## src/rtl/call_stack_n.sv

```systemverilog
// -----------------------------------------------------------------------------
// call_stack_n
// Parametrised hardware return-address stack. The controller pushes on CALL
// and pops on RETLW; top_data feeds the stack input of the PC multiplexer.
//
// Parameters:
//   AW    - width of each stored return address
//   DEPTH - number of entries (2..16)
//   WRAP  - 1: push when full overwrites the oldest entry
//           0: push when full is dropped
//   LW    - width of the level output (derived, do not override)
//
// Ports:
//   clk       in   system clock, rising edge
//   rst       in   asynchronous reset, active-high
//   push      in   store push_data as the new top-of-stack
//   pop       in   discard top-of-stack
//   push_data in   return address to store
//   clr_err   in   synchronous clear of ovf/unf (and hwm when enabled)
//   top_data  out  current top-of-stack, 0 when empty
//   level     out  number of valid entries
//   empty     out  level == 0
//   full      out  level == DEPTH
//   ovf       out  sticky: push while full
//   unf       out  sticky: pop while empty
//   hwm       out  high-water mark of level (only with CALL_STACK_HWM_EN)
//
// Optional feature macro: CALL_STACK_HWM_EN
// -----------------------------------------------------------------------------
module call_stack_n #(
    parameter int AW    = 9,
    parameter int DEPTH = 2,
    parameter int WRAP  = 1,
    parameter int LW    = $clog2(DEPTH + 1)
) (
    input  logic          clk,
    input  logic          rst,
    input  logic          push,
    input  logic          pop,
    input  logic [AW-1:0] push_data,
    input  logic          clr_err,
    output logic [AW-1:0] top_data,
    output logic [LW-1:0] level,
    output logic          empty,
    output logic          full,
    output logic          ovf,
    output logic          unf
`ifdef CALL_STACK_HWM_EN
    ,
    output logic [LW-1:0] hwm
`endif
);

    localparam int             SPW     = $clog2(DEPTH);
    localparam logic [SPW-1:0] SP_MAX  = SPW'(DEPTH - 1);
    localparam logic [LW-1:0]  LV_FULL = LW'(DEPTH);

    logic [SPW-1:0] sp_reg, sp_next;
    logic [LW-1:0]  level_reg, level_next;
    logic           ovf_reg, ovf_next;
    logic           unf_reg, unf_next;

    logic [SPW-1:0] sp_inc, sp_dec;
    logic           empty_w, full_w;
    logic           wr_en;
    logic [SPW-1:0] wr_addr;
    logic           ovf_evt, unf_evt;

    logic [AW-1:0]  rd_arr [DEPTH];

    // Explicit compares so that non-power-of-2 depths wrap correctly.
    assign sp_inc  = (sp_reg == SP_MAX) ? '0 : sp_reg + 1'b1;
    assign sp_dec  = (sp_reg == '0) ? SP_MAX : sp_reg - 1'b1;

    assign empty_w = (level_reg == '0);
    assign full_w  = (level_reg == LV_FULL);

    always_comb begin
        sp_next    = sp_reg;
        level_next = level_reg;
        wr_en      = 1'b0;
        wr_addr    = sp_reg;
        ovf_evt    = 1'b0;
        unf_evt    = 1'b0;
        case ({push, pop})
            2'b10: begin
                if (!full_w) begin
                    wr_en      = 1'b1;
                    sp_next    = sp_inc;
                    level_next = level_reg + 1'b1;
                end else begin
                    ovf_evt = 1'b1;
                    if (WRAP != 0) begin
                        // Writing at sp overwrites the oldest entry.
                        wr_en   = 1'b1;
                        sp_next = sp_inc;
                    end
                end
            end
            2'b01: begin
                if (!empty_w) begin
                    sp_next    = sp_dec;
                    level_next = level_reg - 1'b1;
                end else begin
                    unf_evt = 1'b1;
                end
            end
            2'b11: begin
                if (!empty_w) begin
                    // Replace the top entry in place.
                    wr_en   = 1'b1;
                    wr_addr = sp_dec;
                end else begin
                    // Nothing to pop: behaves as a plain push, but flags it.
                    wr_en      = 1'b1;
                    sp_next    = sp_inc;
                    level_next = LW'(1);
                    unf_evt    = 1'b1;
                end
            end
            default: ;
        endcase
    end

    // A new error event in the same cycle as clr_err wins.
    assign ovf_next = (ovf_reg & ~clr_err) | ovf_evt;
    assign unf_next = (unf_reg & ~clr_err) | unf_evt;

    always_ff @(posedge clk or posedge rst) begin
        if (rst) begin
            sp_reg    <= '0;
            level_reg <= '0;
            ovf_reg   <= 1'b0;
            unf_reg   <= 1'b0;
        end else begin
            sp_reg    <= sp_next;
            level_reg <= level_next;
            ovf_reg   <= ovf_next;
            unf_reg   <= unf_next;
        end
    end

    // Entry storage. Each entry is its own register so top_data can be read
    // combinationally; popped entries keep their contents.
    generate
        for (genvar gi = 0; gi < DEPTH; gi++) begin : gen_entry
            logic [AW-1:0] ent_reg;
            always_ff @(posedge clk or posedge rst) begin
                if (rst) begin
                    ent_reg <= '0;
                end else if (wr_en && (wr_addr == SPW'(gi))) begin
                    ent_reg <= push_data;
                end
            end
            assign rd_arr[gi] = ent_reg;
        end
    endgenerate

`ifdef CALL_STACK_HWM_EN
    logic [LW-1:0] hwm_reg, hwm_next;

    assign hwm_next = clr_err ? level_next :
                      ((level_next > hwm_reg) ? level_next : hwm_reg);

    always_ff @(posedge clk or posedge rst) begin
        if (rst) begin
            hwm_reg <= '0;
        end else begin
            hwm_reg <= hwm_next;
        end
    end

    assign hwm = hwm_reg;
`endif

    assign top_data = empty_w ? '0 : rd_arr[sp_dec];
    assign level    = level_reg;
    assign empty    = empty_w;
    assign full     = full_w;
    assign ovf      = ovf_reg;
    assign unf      = unf_reg;

endmodule

```

## config.mk

```make
export PLATFORM = sky130hd
export DESIGN_NAME = call_stack_n
export DESIGN_NICKNAME = d
export VERILOG_FILES = /design/src/rtl/call_stack_n.sv
export SDC_FILE = /design/constraint.sdc
export NUM_CORES = 1
export LEC_CHECK = 0
export ABC_AREA = 0
export CORE_UTILIZATION = 45
export DETAILED_ROUTE_END_ITERATION = 7
export DONT_BUFFER_PORTS = 1
export PLACE_DENSITY = 0.69
export SKIP_LAST_GASP = 1
export SLEW_MARGIN = 20
export SYNTH_ARGS = -nofsm -noshare
export SYNTH_HDL_FRONTEND = slang
export SYNTH_SLANG_ARGS = --single-unit
```

## constraint.sdc

```tcl
create_clock -name clk -period 3.2 [get_ports clk]
set_input_delay 0.32 -clock clk [delete_from_list [all_inputs] [get_ports clk]]
set_output_delay 0.32 -clock clk [all_outputs]
set_load 0.05 [all_outputs]
```

==> key figures, run 1 <==
Clock tree
  • # hold bufs at CTS: 0
  • Sink Count: 23
  • CTS tree: built
  • Post-CTS Setup Inserts: 0
  • Num CTS Buffers: 3
  • H-tree depth: 1
  • Clk buf depth: 2
  • Worst-skew pair later-pin latency: 300 ps
  • Post_cts resized: 0
  • Clock root buffer: clkbuf_4
  • CTS clk-pin slew, worst paths: 120 ps

Floorplanning
  • Die ar.: 0.00287 sq mm
  • Die height: 53.6 um
  • Core Region: 0.00250 sq mm
  • Placement Rows: 18
  • Starting Density: 47.9%
  • IO Pins: 29
  • Die Width: 53.6 um

Synthesis
  • Mapped Nets: 117
  • Synth area leader: dfrtp_1
  • Sequential area share after synthesis: 48.1%
  • Main area contributors after synthesis: dfrtp_1 48%, mux2_2 12%, mux2i_1 7.5%, mux2_1 4.7%, ha_1 4.2%
  • Mapped Area: 0.00120 sq mm
  • Syn Inst Count: 99
  • YS warnings: 0
  • Synth Register Bits: 23
  • Area share of the largest cell type after synthesis: 48.1%
  • Synth cell types: 26
  • Syn avg cell area: 12.1 sq um

Worst setup path
  • Crit path required time: 2880 ps
  • Crit Path Max Fanout: 11
  • Setup CP Type: register to output port
  • Worst-path cell chain: nor2_2 > nor2_1
  • CP max stage delay: 870 ps
  • Crit. End Element: output port
  • CP max stage cell: dfrtp_1
  • Buffer and inverter count on the worst path: 0
  • Top Family by Delay on Critical Path: flip-flops
  • CP Launch Type: register
  • Critical path arrival: 2040 ps
  • FF-to-FF path depth: 3
  • Worst path depth: 2

Routing
  • ANT nets after route: 0
  • Vias: 748
  • DRC: 0
  • WL final: 2020 um
  • Average via count per standard cell: 5.46
  • Initial DRC Count: 9
  • Drt first pass iters: 3
  • Routed len/inst: 14.8 um

GRT
  • All-Layer GR Usage: 15.6%
  • Largest net degree at the start of global routing: 24
  • Global-route wire length before repair: 3130 um
  • Vias in the first global route: 675
  • Remaining Overflow, GRT: 0
  • Initial antenna violation count: 0

STA
  • Period utilization: 73.9%
  • Fin crit period: 2360 ps
  • Final hold viol count: 0
  • Setup TNS: 0 ps
  • FMAX: 423 MHz
  • RSZ-0062 raised after global routing: false
  • Slew margin rel.: 41.2%
  • Least-Margin Pin Slew: 879 ps
  • Final setup fails: 0
  • Post-route clock skew: 3.28 ps
  • Fin. max-slew vios: 0

Cells and area
  • Max FFs per register: 18
  • Commonest cells after routing, fill and taps aside: 23 x dfrtp_1, 13 x mux2_2, 9 x mux2i_1, 9 x nor2_1, 8 x buf_4
  • ANT cells: 0
  • FILL cells: 232
  • P&R area growth vs syn: 8.99%
  • Leading cell type in the layout, fill and taps excluded: dfrtp_1
  • Nets: 126
  • Non-filler cells, final: 137
  • Share of cells above drive strength 1: 27.1%

Job
  • # Max-Cap Violations: 0

Worst hold path
  • Worst Hold Class: primary input to async pin

Placement
  • Port Buffer Count: 0
  • GPL Wtd Cong: 0.746
  • Dpl cells: 133
  • Detailed placer's ending HPWL: 1470 um

Status
  • Outcome: finished clean
==> final timing paths <==
| check | start | endpoint | slack [ps] |
|---|---|---|---|
| min | rst | gen_entry[1].ent_reg[7]$_DFFE_PP0P_ | 60 |
| min reg2reg | gen_entry[0].ent_reg[1]$_DFFE_PP0P_ | gen_entry[0].ent_reg[1]$_DFFE_PP0P_ | 500 |
| max reg2reg | level[1]$_DFFE_PP0P_ | gen_entry[0].ent_reg[6]$_DFFE_PP0P_ | 1190 |
| min in group clk | clr_err | ovf$_DFF_PP0_ | 120 |
| max | level[1]$_DFFE_PP0P_ | top_data[7] | 840 |
| max in group asynchronous | rst | gen_entry[0].ent_reg[6]$_DFFE_PP0P_ | 2610 |
==> Yosys cell counts <==
cell	count
nor4_1	2
mux2_2	13
mux2i_1	9
o31ai_1	1
o21ai_1	1
mux2i_4	2
o21ai_0	3
buf_2	3
nor2_1	10
o311ai_0	1
nand2_1	1
inv_1	6
o21bai_1	1
or4b_2	1
a211oi_1	1
ha_1	4
nor3_1	1
xor2_1	1
clkbuf_1	1
a21oi_1	3
nor2b_1	3
o21ai_4	1
mux2_1	5
o21a_1	1
dfrtp_1	23
or3_1	1
==> per-layer routing <==
layer	track usage, %	wire length [um]	vias to the layer above
met1	21.0	908	368
li1	-	-	361
met4	5.26	17	0
met2	25.0	991	17
met3	3.39	105	2
met5	0	0	-
==> kinds of logic after synthesis <==
| logic type | count (synthesis) | share of synthesized area (%) |
|---|---|---|
| xor+xnor | 1 | 0.732 |
| simple gates | 19 | 7.84 |
| mux | 29 | 28.2 |
| flops | 23 | 48.1 |
| fa+ha+maj | 4 | 4.18 |
| buf+inv | 10 | 3.45 |
| compound gates | 13 | 7.52 |
==> final cells by class <==
class,count,area [sq um],share of cell area [%]
sequential,23,576,44.1
inverter,6,22.5,1.73
clock buffer,4,26.3,2.01
timing repair buffer,8,60.1,4.60
tap,30,37.5,2.88
multi-input combinational,66,583,44.7
==> metrics by stage <==
step	hold slack [ps]	util (%)	setup WS, ps	area (sq um)
detailed placement	421	51.2	1160	1280
floorplan	322	-	717	1200
global route	90.8	52.2	684	1310
finish	63.6	52.2	836	1310
global placement	414	51.2	1190	1280
CTS	86.6	52.2	808	1310
Power of run 1 is left out: the tool's default activity adds up to more than one toggle a clock period on the data nets, which glitch-free logic cannot reach.
==> run 2: changes to the inputs <==
--- a/config.mk
+++ b/config.mk
@@ -9,7 +9,7 @@
 export CORE_UTILIZATION = 45
 export DETAILED_ROUTE_END_ITERATION = 7
 export DONT_BUFFER_PORTS = 1
-export PLACE_DENSITY = 0.69
+export PLACE_DENSITY = 0.71
 export SKIP_LAST_GASP = 1
 export SLEW_MARGIN = 20
 export SYNTH_ARGS = -nofsm -noshare
==> constraint.sdc (replaced) <==
create_clock -name clk -period 2.1 [get_ports clk]
set_input_delay 0.21 -clock clk [delete_from_list [all_inputs] [get_ports clk]]
set_output_delay 0.21 -clock clk [all_outputs]
set_load 0.05 [all_outputs]
==> key figures, run 2 (same netlist as run 1, synthesis figures left out) <==
Cells and area
  • Max FFs per register: 18
  • Footprint of the multi-input gates: 606 sq um
  • P&R area growth vs syn: 17.0%
  • Share of cells above drive strength 1: 39.7%
  • FILL cells: 216
  • Register area: 576 sq um
  • Nets: 135
  • Design Area, Final: 0.00140 sq mm
  • ANT cells: 0
  • Commonest cells after routing, fill and taps aside: 23 x dfrtp_1, 15 x buf_4, 13 x mux2_2
  • Leading cell type in the layout, fill and taps excluded: dfrtp_1

Worst hold path
  • Worst Hold Class: primary input to register
  • Hold depth: 1

Placement
  • GPL Wtd Cong: 0.756
  • Detailed placer's ending HPWL: 1640 um
  • Port Buffer Count: 0
  • Placed Area: 0.00135 sq mm

STA
  • Slew margin rel.: 40.7%
  • Setup TNS: 0 ps
  • Hold_ws: 7.63 ps
  • Final setup fails: 0
  • Fin crit period: 1850 ps
  • RSZ-0062 raised after global routing: false
  • Least-Margin Pin Slew: 888 ps
  • Post-route clock skew: 4.38 ps
  • Fin. max-slew vios: 0
  • FMAX: 542 MHz
  • Period utilization: 87.9%
  • Final hold viol count: 0

GRT
  • Remaining Overflow, GRT: 0
  • Initial antenna violation count: 0
  • All-Layer GR Usage: 18.6%
  • Vias in the first global route: 773
  • Global-route wire length before repair: 3670 um
  • Largest net degree at the start of global routing: 24

Routing
  • WL final: 2250 um
  • DRC: 0
  • ANT nets after route: 0
  • Average via count per standard cell: 5.52
  • Vias: 806
  • Drt first pass iters: 4
  • Routed len/inst: 15.4 um
  • Initial DRC Count: 4

Status
  • Outcome: finished clean

Floorplanning
  • IO Pins: 29
  • Die ar.: 0.00287 sq mm
  • Starting Density: 47.9%
  • Die height: 53.6 um
  • Core Region: 0.00250 sq mm
  • Placement Rows: 18
  • Die Width: 53.6 um

Clock tree
  • Sink Count: 23
  • H-tree depth: 1
  • Num CTS Buffers: 3
  • Clock root buffer: clkbuf_4
  • Post-CTS Setup Inserts: 0
  • CTS tree: built
  • Clk buf depth: 2
  • CTS clk-pin slew, worst paths: 120 ps
  • Worst-skew pair later-pin latency: 300 ps

Worst setup path
  • Critical path arrival: 1640 ps
  • Crit path required time: 1890 ps
  • Setup CP Type: register to output port
  • CP Launch Type: register
  • Crit. End Element: output port
  • Crit Path Max Fanout: 8
  • FF-to-FF path depth: 3

Job
  • # Max-Cap Violations: 0
run 2: cell count changes in the layout (fill, tap and decap cells not counted), sizes merged:
cell and delta:
clkbuf -1, buf +7, clkinv +1, dlygate4sd3 +2
run 2: layout make-up:
type                            instances  area share [%]
Clock buffer                            3            1.61
Timing Repair Buffer                   17            9.46
Inverter                                6            1.61
Clock inverter                          1           0.357
Tap cell                               30            2.68
Multi-Input combinational cell         66            43.2
Sequential cell                        23            41.1
run 2: layer usage:
layer	share of wire [%]	track usage, %	wire [um]	up-vias
met3	4.0	4.24	89	2
met4	0.53	5.26	12	0
met1	40	22.1	908	412
met5	0	0	0	-
li1	-	-	-	380
met2	55	33.5	1240	12
run 2: metrics by stage:
| step | worst slack, ps | std cells | util [%] |
|---|---|---|---|
| floorplan | 18.1 | 99 | - |
| global placement | 472 | 140 | 54.2 |
| detailed placement | 426 | 140 | 54.2 |
| CTS | 240 | 146 | 56.1 |
| global route | 184 | 146 | 56.1 |
| finish | 254 | 146 | 56.1 |
run 2: final timing paths:
path	start	to	slack [ps]
max	level[0]$_DFFE_PP0P_	top_data[8]	250
min	clr_err	ovf$_DFF_PP0_	8
max reg2reg	sp_reg$_DFFE_PP0P_	gen_entry[1].ent_reg[8]$_DFFE_PP0P_	440
min reg2reg	gen_entry[0].ent_reg[3]$_DFFE_PP0P_	gen_entry[0].ent_reg[3]$_DFFE_PP0P_	510
max in group asynchronous	rst	gen_entry[1].ent_reg[3]$_DFFE_PP0P_	1030
min in group asynchronous	rst	sp_reg$_DFFE_PP0P_	530
run 2: timing repair:
action,in CTS,in global routing
setup endpoints to repair,0,0
hold buffers,2,0
endpoints found under the hold margin,24,0
resized for setup,0,0
run 2: worst max-delay path, stage by stage (launching register included):
cell and delay (ps):
dfrtp_1 430, buf_4 220, nor2_2 160, buf_4 270, nor2_2 60, buf_4 190
Power of run 2 is left out for the same reason.
==> run 3: changes to the inputs <==
--- a/config.mk
+++ b/config.mk
@@ -6,10 +6,12 @@
 export NUM_CORES = 1
 export LEC_CHECK = 0
 export ABC_AREA = 0
-export CORE_UTILIZATION = 45
+export CELL_PAD_IN_SITES_DETAIL_PLACEMENT = 0
+export CELL_PAD_IN_SITES_GLOBAL_PLACEMENT = 1
+export CORE_UTILIZATION = 43
 export DETAILED_ROUTE_END_ITERATION = 7
 export DONT_BUFFER_PORTS = 1
-export PLACE_DENSITY = 0.71
+export PLACE_DENSITY = 0.82
 export SKIP_LAST_GASP = 1
 export SLEW_MARGIN = 20
 export SYNTH_ARGS = -nofsm -noshare
==> key figures, run 3 (same netlist as run 1, synthesis figures left out) <==
Routing
  • Routed len/inst: 15.5 um
  • WL final: 2280 um
  • Vias: 807
  • Drt first pass iters: 4
  • ANT nets after route: 0
  • Initial DRC Count: 8
  • Average via count per standard cell: 5.49
  • DRC: 0

Floorplanning
  • Die height: 54.8 um
  • Die ar.: 0.00300 sq mm
  • Core Region: 0.00254 sq mm
  • IO Pins: 29
  • Die Width: 54.8 um
  • Placement Rows: 18
  • Starting Density: 47.1%

STA
  • FMAX: 526 MHz
  • Least-Margin Pin Slew: 895 ps
  • Fin. max-slew vios: 0
  • Post-route clock skew: 1.28 ps
  • Setup TNS: 0 ps
  • Final hold viol count: 0
  • Fin crit period: 1900 ps
  • Slew margin rel.: 40.3%
  • Period utilization: 90.5%
  • RSZ-0062 raised after global routing: false
  • Final setup fails: 0

GRT
  • Remaining Overflow, GRT: 0
  • Global-route wire length before repair: 3590 um
  • Largest net degree at the start of global routing: 24
  • Initial antenna violation count: 0
  • Vias in the first global route: 792
  • All-Layer GR Usage: 17.4%

Placement
  • Detailed placer's ending HPWL: 1590 um
  • GPL Wtd Cong: 0.771
  • Port Buffer Count: 0
  • Dpl cells: 140

Cells and area
  • Max FFs per register: 18
  • Leading cell type in the layout, fill and taps excluded: dfrtp_1
  • Nets: 136
  • Share of cells above drive strength 1: 39.3%
  • Commonest cells after routing, fill and taps aside: 23 x dfrtp_1, 15 x buf_4, 13 x mux2_2
  • P&R area growth vs syn: 17.9%
  • Non-filler cells, final: 147
  • ANT cells: 0

Clock tree
  • Num CTS Buffers: 3
  • Post-CTS Setup Inserts: 0
  • CTS clk-pin slew, worst paths: 130 ps
  • Clk buf depth: 2
  • Clock root buffer: clkbuf_4
  • Sink Count: 23
  • CTS tree: built
  • H-tree depth: 1
  • Worst-skew pair later-pin latency: 320 ps
  • # hold bufs at CTS: 2
  • Post_cts resized: 0

Status
  • Outcome: finished clean

Worst setup path
  • Critical path arrival: 1690 ps
  • Crit Path Max Fanout: 8
  • Worst-path cell chain: nor2_2 > buf_4 > nor2_2 > buf_4
  • CP max stage cell: dfrtp_1
  • CP Launch Type: register
  • CP max stage delay: 520 ps
  • Setup CP Type: register to output port
  • R2R setup slack: 350 ps
  • Crit. End Element: output port
  • Crit path required time: 1890 ps

Job
  • # Max-Cap Violations: 0

Worst hold path
  • Worst Hold Class: primary input to register
run 3: area by class of cell:
cell class	instances	area, sq um
Inverter	6	22.5
Clock buffer	3	22.5
Timing Repair Buffer	18	143
Fill cell	244	1130
Clock inverter	1	5.00
Sequential cell	23	576
Multi-Input combinational cell	66	606
Tap cell	30	37.5
run 3: routing by layer:
layer	vias to the layer above	track usage (%)	routed length, um
met2	23	29.3	1140
met4	0	6.41	27
met5	-	0	0
met3	5	4.17	140
li1	386	-	-
met1	393	21.3	971
run 3: stage by stage:
step           hold slack, ps  setup slack [ps]  instance area (sq um)  utilization (%)
6_report                 21.1               200                   1410             55.5
4_1_cts                  10.4               192                   1400             55.1
3_3_place_gp              312               416                   1350             53.2
3_5_place_dp              324               372                   1350             53.2
2_1_floorplan             212              18.1                   1220                -
5_1_grt                  3.57               101                   1410             55.5
run 3: critical path, delay by kind of cell, from the launching register on:
kind	cells	cell delay, ps
DFF	1	520
buffers and inverters	2	430
and+or+nand+nor	2	420
run 3: final timing paths:
path / end / depth (start not counted) / startpoint
min in group asynchronous: ovf$_DFF_PP0_ / 2 / rst
max in group asynchronous: gen_entry[1].ent_reg[5]$_DFFE_PP0P_ / 2 / rst
max: top_data[6] / 4 / level[0]$_DFFE_PP0P_
max reg2reg: gen_entry[1].ent_reg[7]$_DFFE_PP0P_ / 3 / level[0]$_DFFE_PP0P_
min reg2reg: gen_entry[0].ent_reg[2]$_DFFE_PP0P_ / 1 / gen_entry[0].ent_reg[2]$_DFFE_PP0P_
min: gen_entry[0].ent_reg[2]$_DFFE_PP0P_ / 1 / push_data[2]
Power of run 3 is left out for the same reason.
